===== src/rtl/alu_arbiter_if.sv =====
// Requester-side bus of the shared-ALU arbiter: operation requests in, responses out.
// The master modport is the requester side, the slave modport is the arbiter.
interface alu_arbiter_if #(
   parameter int WIDTH = 32
);
   // Valid/ready: a transfer happens on a rising Clock edge where both valid and
   // ready are high; valid never waits on ready, and payload is sampled only then.
   logic [1:0]       ReqValid;
   logic [1:0]       ReqReady;
   logic [WIDTH-1:0] ReqA0;
   logic [WIDTH-1:0] ReqB0;
   logic [2:0]       ReqF0;
   logic [WIDTH-1:0] ReqA1;
   logic [WIDTH-1:0] ReqB1;
   logic [2:0]       ReqF1;
   logic [1:0]       RspValid;
   logic [1:0]       RspReady;
   logic [WIDTH-1:0] RspResult;
   logic [3:0]       RspStatus;

   modport master (
      output ReqValid, ReqA0, ReqB0, ReqF0, ReqA1, ReqB1, ReqF1, RspReady,
      input  ReqReady, RspValid, RspResult, RspStatus
   );

   modport slave (
      input  ReqValid, ReqA0, ReqB0, ReqF0, ReqA1, ReqB1, ReqF1, RspReady,
      output ReqReady, RspValid, RspResult, RspStatus
   );
endinterface


===== src/rtl/alu_arbiter.sv =====
// Round-robin sequencer sharing one registered ALU between two requesters:
// accept -> ISSUE -> CAPTURE -> RESP, one operation in flight at a time.
module alu_arbiter #(
   parameter int WIDTH = 32
) (
   input  logic             Clock,
   input  logic             ResetN,
   alu_arbiter_if.slave     bus,
   output logic [WIDTH-1:0] AluA,
   output logic [WIDTH-1:0] AluB,
   output logic [2:0]       AluFunc,
   input  logic [WIDTH-1:0] AluResult,
   input  logic [3:0]       AluStatus,
   output logic             Busy,
   output logic [1:0]       dbg_state
);

   typedef enum logic [1:0] {
      IDLE    = 2'd0,
      ISSUE   = 2'd1,
      CAPTURE = 2'd2,
      RESP    = 2'd3
   } state_t;

   state_t           state;
   state_t           state_nxt;
   logic             owner;
   logic             last_grant;
   logic             grant;
   logic             grant_vld;
   logic             accept;
   logic [1:0]       req_ready;
   logic [1:0]       rsp_valid;
   logic [WIDTH-1:0] rsp_result;
   logic [3:0]       rsp_status;

   // Single requester wins outright; on a tie the one not served last wins.
   always_comb begin
      grant_vld = 1'b0;
      grant     = 1'b0;
      case (bus.ReqValid)
         2'b01: begin
            grant_vld = 1'b1;
            grant     = 1'b0;
         end
         2'b10: begin
            grant_vld = 1'b1;
            grant     = 1'b1;
         end
         2'b11: begin
            grant_vld = 1'b1;
            grant     = ~last_grant;
         end
         default: begin
            grant_vld = 1'b0;
            grant     = 1'b0;
         end
      endcase
   end

   always_ff @(posedge Clock or negedge ResetN) begin
      if (!ResetN) begin
         state <= IDLE;
      end else begin
         state <= state_nxt;
      end
   end

   always_comb begin
      state_nxt = state;
      req_ready = 2'b00;
      accept    = 1'b0;
      rsp_valid = 2'b00;
      case (state)
         IDLE: begin
            // Ready is held low while reset is asserted even though state reads IDLE.
            if (grant_vld && ResetN) begin
               req_ready[grant] = 1'b1;
               accept           = 1'b1;
               state_nxt        = ISSUE;
            end
         end
         ISSUE: begin
            state_nxt = CAPTURE;
         end
         CAPTURE: begin
            state_nxt = RESP;
         end
         RESP: begin
            rsp_valid[owner] = 1'b1;
            if (bus.RspReady[owner]) begin
               state_nxt = IDLE;
            end
         end
         default: begin
            state_nxt = IDLE;
         end
      endcase
   end

   always_ff @(posedge Clock or negedge ResetN) begin
      if (!ResetN) begin
         owner      <= 1'b0;
         last_grant <= 1'b1;
         AluA       <= '0;
         AluB       <= '0;
         AluFunc    <= 3'b000;
      end else if (accept) begin
         owner      <= grant;
         last_grant <= grant;
         AluA       <= grant ? bus.ReqA1 : bus.ReqA0;
         AluB       <= grant ? bus.ReqB1 : bus.ReqB0;
         AluFunc    <= grant ? bus.ReqF1 : bus.ReqF0;
      end
   end

   // The ALU status register only tracks add/sub; its value is stale for other codes.
   always_ff @(posedge Clock or negedge ResetN) begin
      if (!ResetN) begin
         rsp_result <= '0;
         rsp_status <= 4'b0000;
      end else if (state == CAPTURE) begin
         rsp_result <= AluResult;
         case (AluFunc)
            3'b000, 3'b001: rsp_status <= AluStatus;
            default:        rsp_status <= 4'b0000;
         endcase
      end
   end

   assign bus.ReqReady  = req_ready;
   assign bus.RspValid  = rsp_valid;
   assign bus.RspResult = rsp_result;
   assign bus.RspStatus = rsp_status;
   assign Busy          = (state != IDLE);
   assign dbg_state     = state;

   a_req_ready_onehot: assert property (
      @(posedge Clock) disable iff (!ResetN) $onehot0(bus.ReqReady));

   a_rsp_valid_onehot: assert property (
      @(posedge Clock) disable iff (!ResetN) $onehot0(bus.RspValid));

   a_rsp_hold: assert property (
      @(posedge Clock) disable iff (!ResetN)
      (state == RESP && !bus.RspReady[owner]) |=> (state == RESP && $stable(rsp_result)
                                                   && $stable(rsp_status)));

endmodule


===== src/flat_wrapper.sv =====
// flat-port wrapper written by rule: the top's interface ports become plain ports
module alu_arbiter_flat 
#(
   parameter int WIDTH = 32
)
  (Clock, ResetN, AluA, AluB, AluFunc, AluResult, AluStatus, Busy, dbg_state, bus_ReqValid, bus_ReqA0, bus_ReqB0, bus_ReqF0, bus_ReqA1, bus_ReqB1, bus_ReqF1, bus_RspReady, bus_ReqReady, bus_RspValid, bus_RspResult, bus_RspStatus);
  alu_arbiter_if #(.WIDTH(WIDTH)) bus_i ();
  input  logic Clock;
  input  logic ResetN;
  output logic [WIDTH-1:0] AluA;
  output logic [WIDTH-1:0] AluB;
  output logic [2:0] AluFunc;
  input  logic [WIDTH-1:0] AluResult;
  input  logic [3:0] AluStatus;
  output logic Busy;
  output logic [1:0] dbg_state;
  input wire logic [$bits(bus_i.ReqValid)-1:0] bus_ReqValid;
  input wire logic [$bits(bus_i.ReqA0)-1:0] bus_ReqA0;
  input wire logic [$bits(bus_i.ReqB0)-1:0] bus_ReqB0;
  input wire logic [$bits(bus_i.ReqF0)-1:0] bus_ReqF0;
  input wire logic [$bits(bus_i.ReqA1)-1:0] bus_ReqA1;
  input wire logic [$bits(bus_i.ReqB1)-1:0] bus_ReqB1;
  input wire logic [$bits(bus_i.ReqF1)-1:0] bus_ReqF1;
  input wire logic [$bits(bus_i.RspReady)-1:0] bus_RspReady;
  output wire logic [$bits(bus_i.ReqReady)-1:0] bus_ReqReady;
  output wire logic [$bits(bus_i.RspValid)-1:0] bus_RspValid;
  output wire logic [$bits(bus_i.RspResult)-1:0] bus_RspResult;
  output wire logic [$bits(bus_i.RspStatus)-1:0] bus_RspStatus;
  assign bus_i.ReqValid = bus_ReqValid;
  assign bus_i.ReqA0 = bus_ReqA0;
  assign bus_i.ReqB0 = bus_ReqB0;
  assign bus_i.ReqF0 = bus_ReqF0;
  assign bus_i.ReqA1 = bus_ReqA1;
  assign bus_i.ReqB1 = bus_ReqB1;
  assign bus_i.ReqF1 = bus_ReqF1;
  assign bus_i.RspReady = bus_RspReady;
  assign bus_ReqReady = bus_i.ReqReady;
  assign bus_RspValid = bus_i.RspValid;
  assign bus_RspResult = bus_i.RspResult;
  assign bus_RspStatus = bus_i.RspStatus;
  alu_arbiter #(.WIDTH(WIDTH)) u_core (.Clock(Clock), .ResetN(ResetN), .bus(bus_i), .AluA(AluA), .AluB(AluB), .AluFunc(AluFunc), .AluResult(AluResult), .AluStatus(AluStatus), .Busy(Busy), .dbg_state(dbg_state));
endmodule

===== config.mk =====
export PLATFORM = sky130hd
export DESIGN_NAME = alu_arbiter_flat
export DESIGN_NICKNAME = d
export VERILOG_FILES = /design/src/rtl/alu_arbiter_if.sv /design/src/rtl/alu_arbiter.sv /design/src/flat_wrapper.sv
export SDC_FILE = /design/constraint.sdc
export NUM_CORES = 1
export LEC_CHECK = 0
export CAP_MARGIN = 10
export CORE_ASPECT_RATIO = 0.6
export CORE_MARGIN = 4
export CORE_UTILIZATION = 25
export DETAILED_ROUTE_END_ITERATION = 6
export PLACE_DENSITY_LB_ADDON = 0.05
export SLEW_MARGIN = 10
export SYNTH_ARGS = -nofsm -noshare
export SYNTH_HDL_FRONTEND = slang
export SYNTH_SLANG_ARGS = --single-unit

===== constraint.sdc =====
create_clock -name Clock -period 3.4 [get_ports Clock]
set_input_delay 0.68 -clock Clock [delete_from_list [all_inputs] [get_ports Clock]]
set_output_delay 0.68 -clock Clock [all_outputs]
set_load 0.03 [all_outputs]

==> flow_metrics.tcl <==
set metrics [dict create \
    crit_path_start_kind "flop" \
    status "finished, final reports clean" \
    portBuffers 285 \
    synth_most_common_cell "dfrtp_1" \
    area_growth_pct 74.61 \
    grt_pass1_vias 4170 \
    async_flop_share_pct 100.0 \
    max_stage_delay_ns 0.68 \
    setup_viol 0 \
    setup.worst_path.start "u_core.dbg_state[0]" \
    ys_seq_elements 107 \
    synth_cells 336 \
    r2r_setup_slack_ns 1.15 \
    hpwlAfterDp_mm 11.86 \
    drive_gt1_share_pct 9.431 \
    timing.fmax_mhz 387.4 \
    drtAntennaViolNets 0 \
    rsz0062_at_grt "no" \
    peakVddDrop_v 0.0003363 \
    arrival_ns 1.90 \
    layout.nets 790 \
    ctsResizeCount 0 \
    synth_cell_types 23 \
    crit_path_end "Busy" \
    ctsHoldBuffers 0 \
    synth_top_area_share_pct 59.02 \
    io_pins 286 \
    htreeDepth 3 \
    clock_latency_ns 0.35 \
    die-area_um2 20260 \
    routed_wl_mm 16.42 \
    avgSynthCellArea_um2 13.38 \
    netlist_top_cells_count "106 x dfrtp_1, 67 x a221o_1, 67 x and2_0" \
    tightest_slew_ns 0.9213 \
    cp-end-kind "primary output" \
    synthFlopType "dfrtp_1" \
    setup_ws_ns 0.8188 \
    power_mw 7.322 \
    cts_tree "done" \
    antenna_found_initial 0 \
    cts_inserted_buffers 9 \
    slew_headroom_pct 38.58 \
    grt_remaining_overflow 0 \
    place_inst 834 \
    cp_slowest_cell "clkdlybuf4s50_1" \
    cts-root-buf "clkbuf_16" \
    cts_buffer_depth 2 \
    maxCapViolCount 0 \
    setup_tns_ns 0 \
    skew_ns 0.008105 \
    place.gp.congestion 0.7653 \
    grt_max_degree 70 \
    timing.rr.start "u_core.dbg_state[0]" \
    diodes 0 \
    die_w_um 181.1 \
    viasPerCell 4.571 \
    layout.cells.non_filler 849 \
    cpMostUsedCell "inv_1" \
    p_leak_nw 3.170 \
    synth-edff-count 0 \
    yosys_warnings 0 \
    hold_class "in2async" \
    fin_util_pct 45.20 \
    hold_violations 0 \
    grt_usage_pct 15.92 \
    grt_pass1_wl_mm 25.36 \
    path_cells "inv_1, ha_1, inv_1, clkdlybuf4s50_1" \
    cp_max_fo 6 \
    synthTopCellsByArea "dfrtp_1 59%, a221o_1 15%, and2_0 9.3%, mux2_2 8.3%, buf_2 1.6%" \
    r2r_end "u_core.AluA[29]" \
    cts_num_sinks 107 \
    core-area_um2 17360 \
    drt-initial-drc-count 191 \
    cp.required_ns 2.72 \
    fin_crit_sh_pct 75.92 \
    preCtsSetupSlack_ns 0.6783 \
    r2r_cells 6 \
    worstSetupPathType "reg2out" \
    rows 37 \
    wl_per_cell_um 19.34 \
    synth_fp_nets 515 \
    netlist.top_cell.by_area "dfrtp_1" \
    drcViolationCount 0 \
    powerDensity_nw_per_um2 933.1 \
    vias 3881 \
    min_period_ns 2.581 \
    syn-cell-area_um2 4494 \
    drtPass1Iterations 6 \
    start_util_pct 25.89 \
    die_h_um 111.9 \
    clk_pin_slew_worst_paths_ns 0.07 \
    cts_setup_buffers 0 \
    ys_seq_area_share_pct 59.60 \
    maxSlewViolCount 0 \
]
-- where the power goes --
group | internal, mW | switching [mW] | leakage, nW | total (mW)
clock | 0.567 | 0.468 | 0.136 | 1.04
combinational | 1.92 | 2.16 | 1.72 | 4.08
sequential | 1.88 | 0.325 | 1.31 | 2.21
total | 4.37 | 2.95 | 3.17 | 7.32
-- logic make-up after synthesis --
| logic type | synth area share, % |
|---|---|
| compound gates | 16.73 |
| fa+ha+maj | 0.8353 |
| buf+inv | 3.814 |
| flops | 59.60 |
| mux | 8.491 |
| simple gates | 10.52 |
-- layout by cell type (no fill, tap or decap) --
| cell | synthesis | routed |
|---|---|---|
| bufinv_16 | 0 | 1 |
| nand3_1 | 6 | 6 |
| dfstp_2 | 1 | 1 |
| o21ai_0 | 5 | 5 |
| a21oi_1 | 2 | 2 |
| and2_0 | 67 | 67 |
| mux2i_1 | 1 | 1 |
| o211ai_4 | 0 | 1 |
| a22oi_1 | 1 | 1 |
| nor2_1 | 2 | 2 |
| a21oi_4 | 0 | 2 |
| buf_12 | 0 | 1 |
| a2bb2oi_1 | 1 | 1 |
| ha_1 | 3 | 2 |
| inv_1 | 9 | 9 |
| ha_2 | 0 | 1 |
| a221o_1 | 67 | 67 |
| clkbuf_16 | 0 | 9 |
| clkbuf_1 | 8 | 3 |
| clkdlybuf4s50_1 | 0 | 282 |
| nand2_1 | 1 | 1 |
| and2_1 | 1 | 1 |
| dfrtp_1 | 106 | 106 |
| buf_4 | 2 | 7 |
| clkinv_2 | 0 | 2 |
| mux2_2 | 33 | 33 |
| nor2b_1 | 1 | 1 |
-- cell type report --
class / instances / area, um^2
Sequential cell: 107 / 2679
Tap cell: 234 / 292.8
Timing Repair Buffer: 290 / 2895
Clock buffer: 12 / 236.5
Multi-Input combinational cell: 194 / 1670
Fill cell: 1587 / 9513
Inverter: 9 / 33.78
Clock inverter: 3 / 40.04
-- critical path, delay by kind of cell, from the launching register on --
kind / cells / cell delay (ns)
buf+inv: 3 / 0.85
flops: 1 / 0.41
fa+ha+maj: 1 / 0.30
-- sequential cells by signal, summed over array words and instances, names as in the netlist --
register / cells
u_core.AluB: 32
u_core.AluA: 32
u_core.bus.RspStatus: 4
u_core.last_grant: 1
u_core.dbg_state: 2
u_core.owner: 1
u_core.AluFunc: 3
u_core.bus.RspResult: 32
-- worst min path at each step --
stage | to | slack, ns | cells past startpoint
2_1_floorplan | u_core.AluA[0] | 0.38 | 0
3_3_place_gp | u_core.bus.RspResult[19] | 0.49 | 1
3_5_place_dp | u_core.bus.RspResult[7] | 0.49 | 1
4_1_cts | u_core.dbg_state[0] | 0.14 | 1
5_1_grt | u_core.dbg_state[1] | 0.14 | 1
6_report | u_core.dbg_state[0] | 0.17 | 1
-- routing by layer --
| metal | share of wire (%) | GRT usage, % | wire, um |
|---|---|---|---|
| met1 | 43 | 20.93 | 7122 |
| met5 | 0 | 0 | 0 |
| met2 | 46 | 24.94 | 7516 |
| met3 | 10 | 6.758 | 1644 |
| met4 | 0.85 | 2.849 | 140 |
-- per-stage QoR --
stage	area [um^2]	hold slack (ns)
4_1_cts	7848	0.1411
3_3_place_gp	7571	0.4876
5_1_grt	7848	0.1375
3_5_place_dp	7571	0.4939
2_1_floorplan	4494	0.3844
6_report	7848	0.1671
Note: power is estimated with default switching activity, not from simulation.
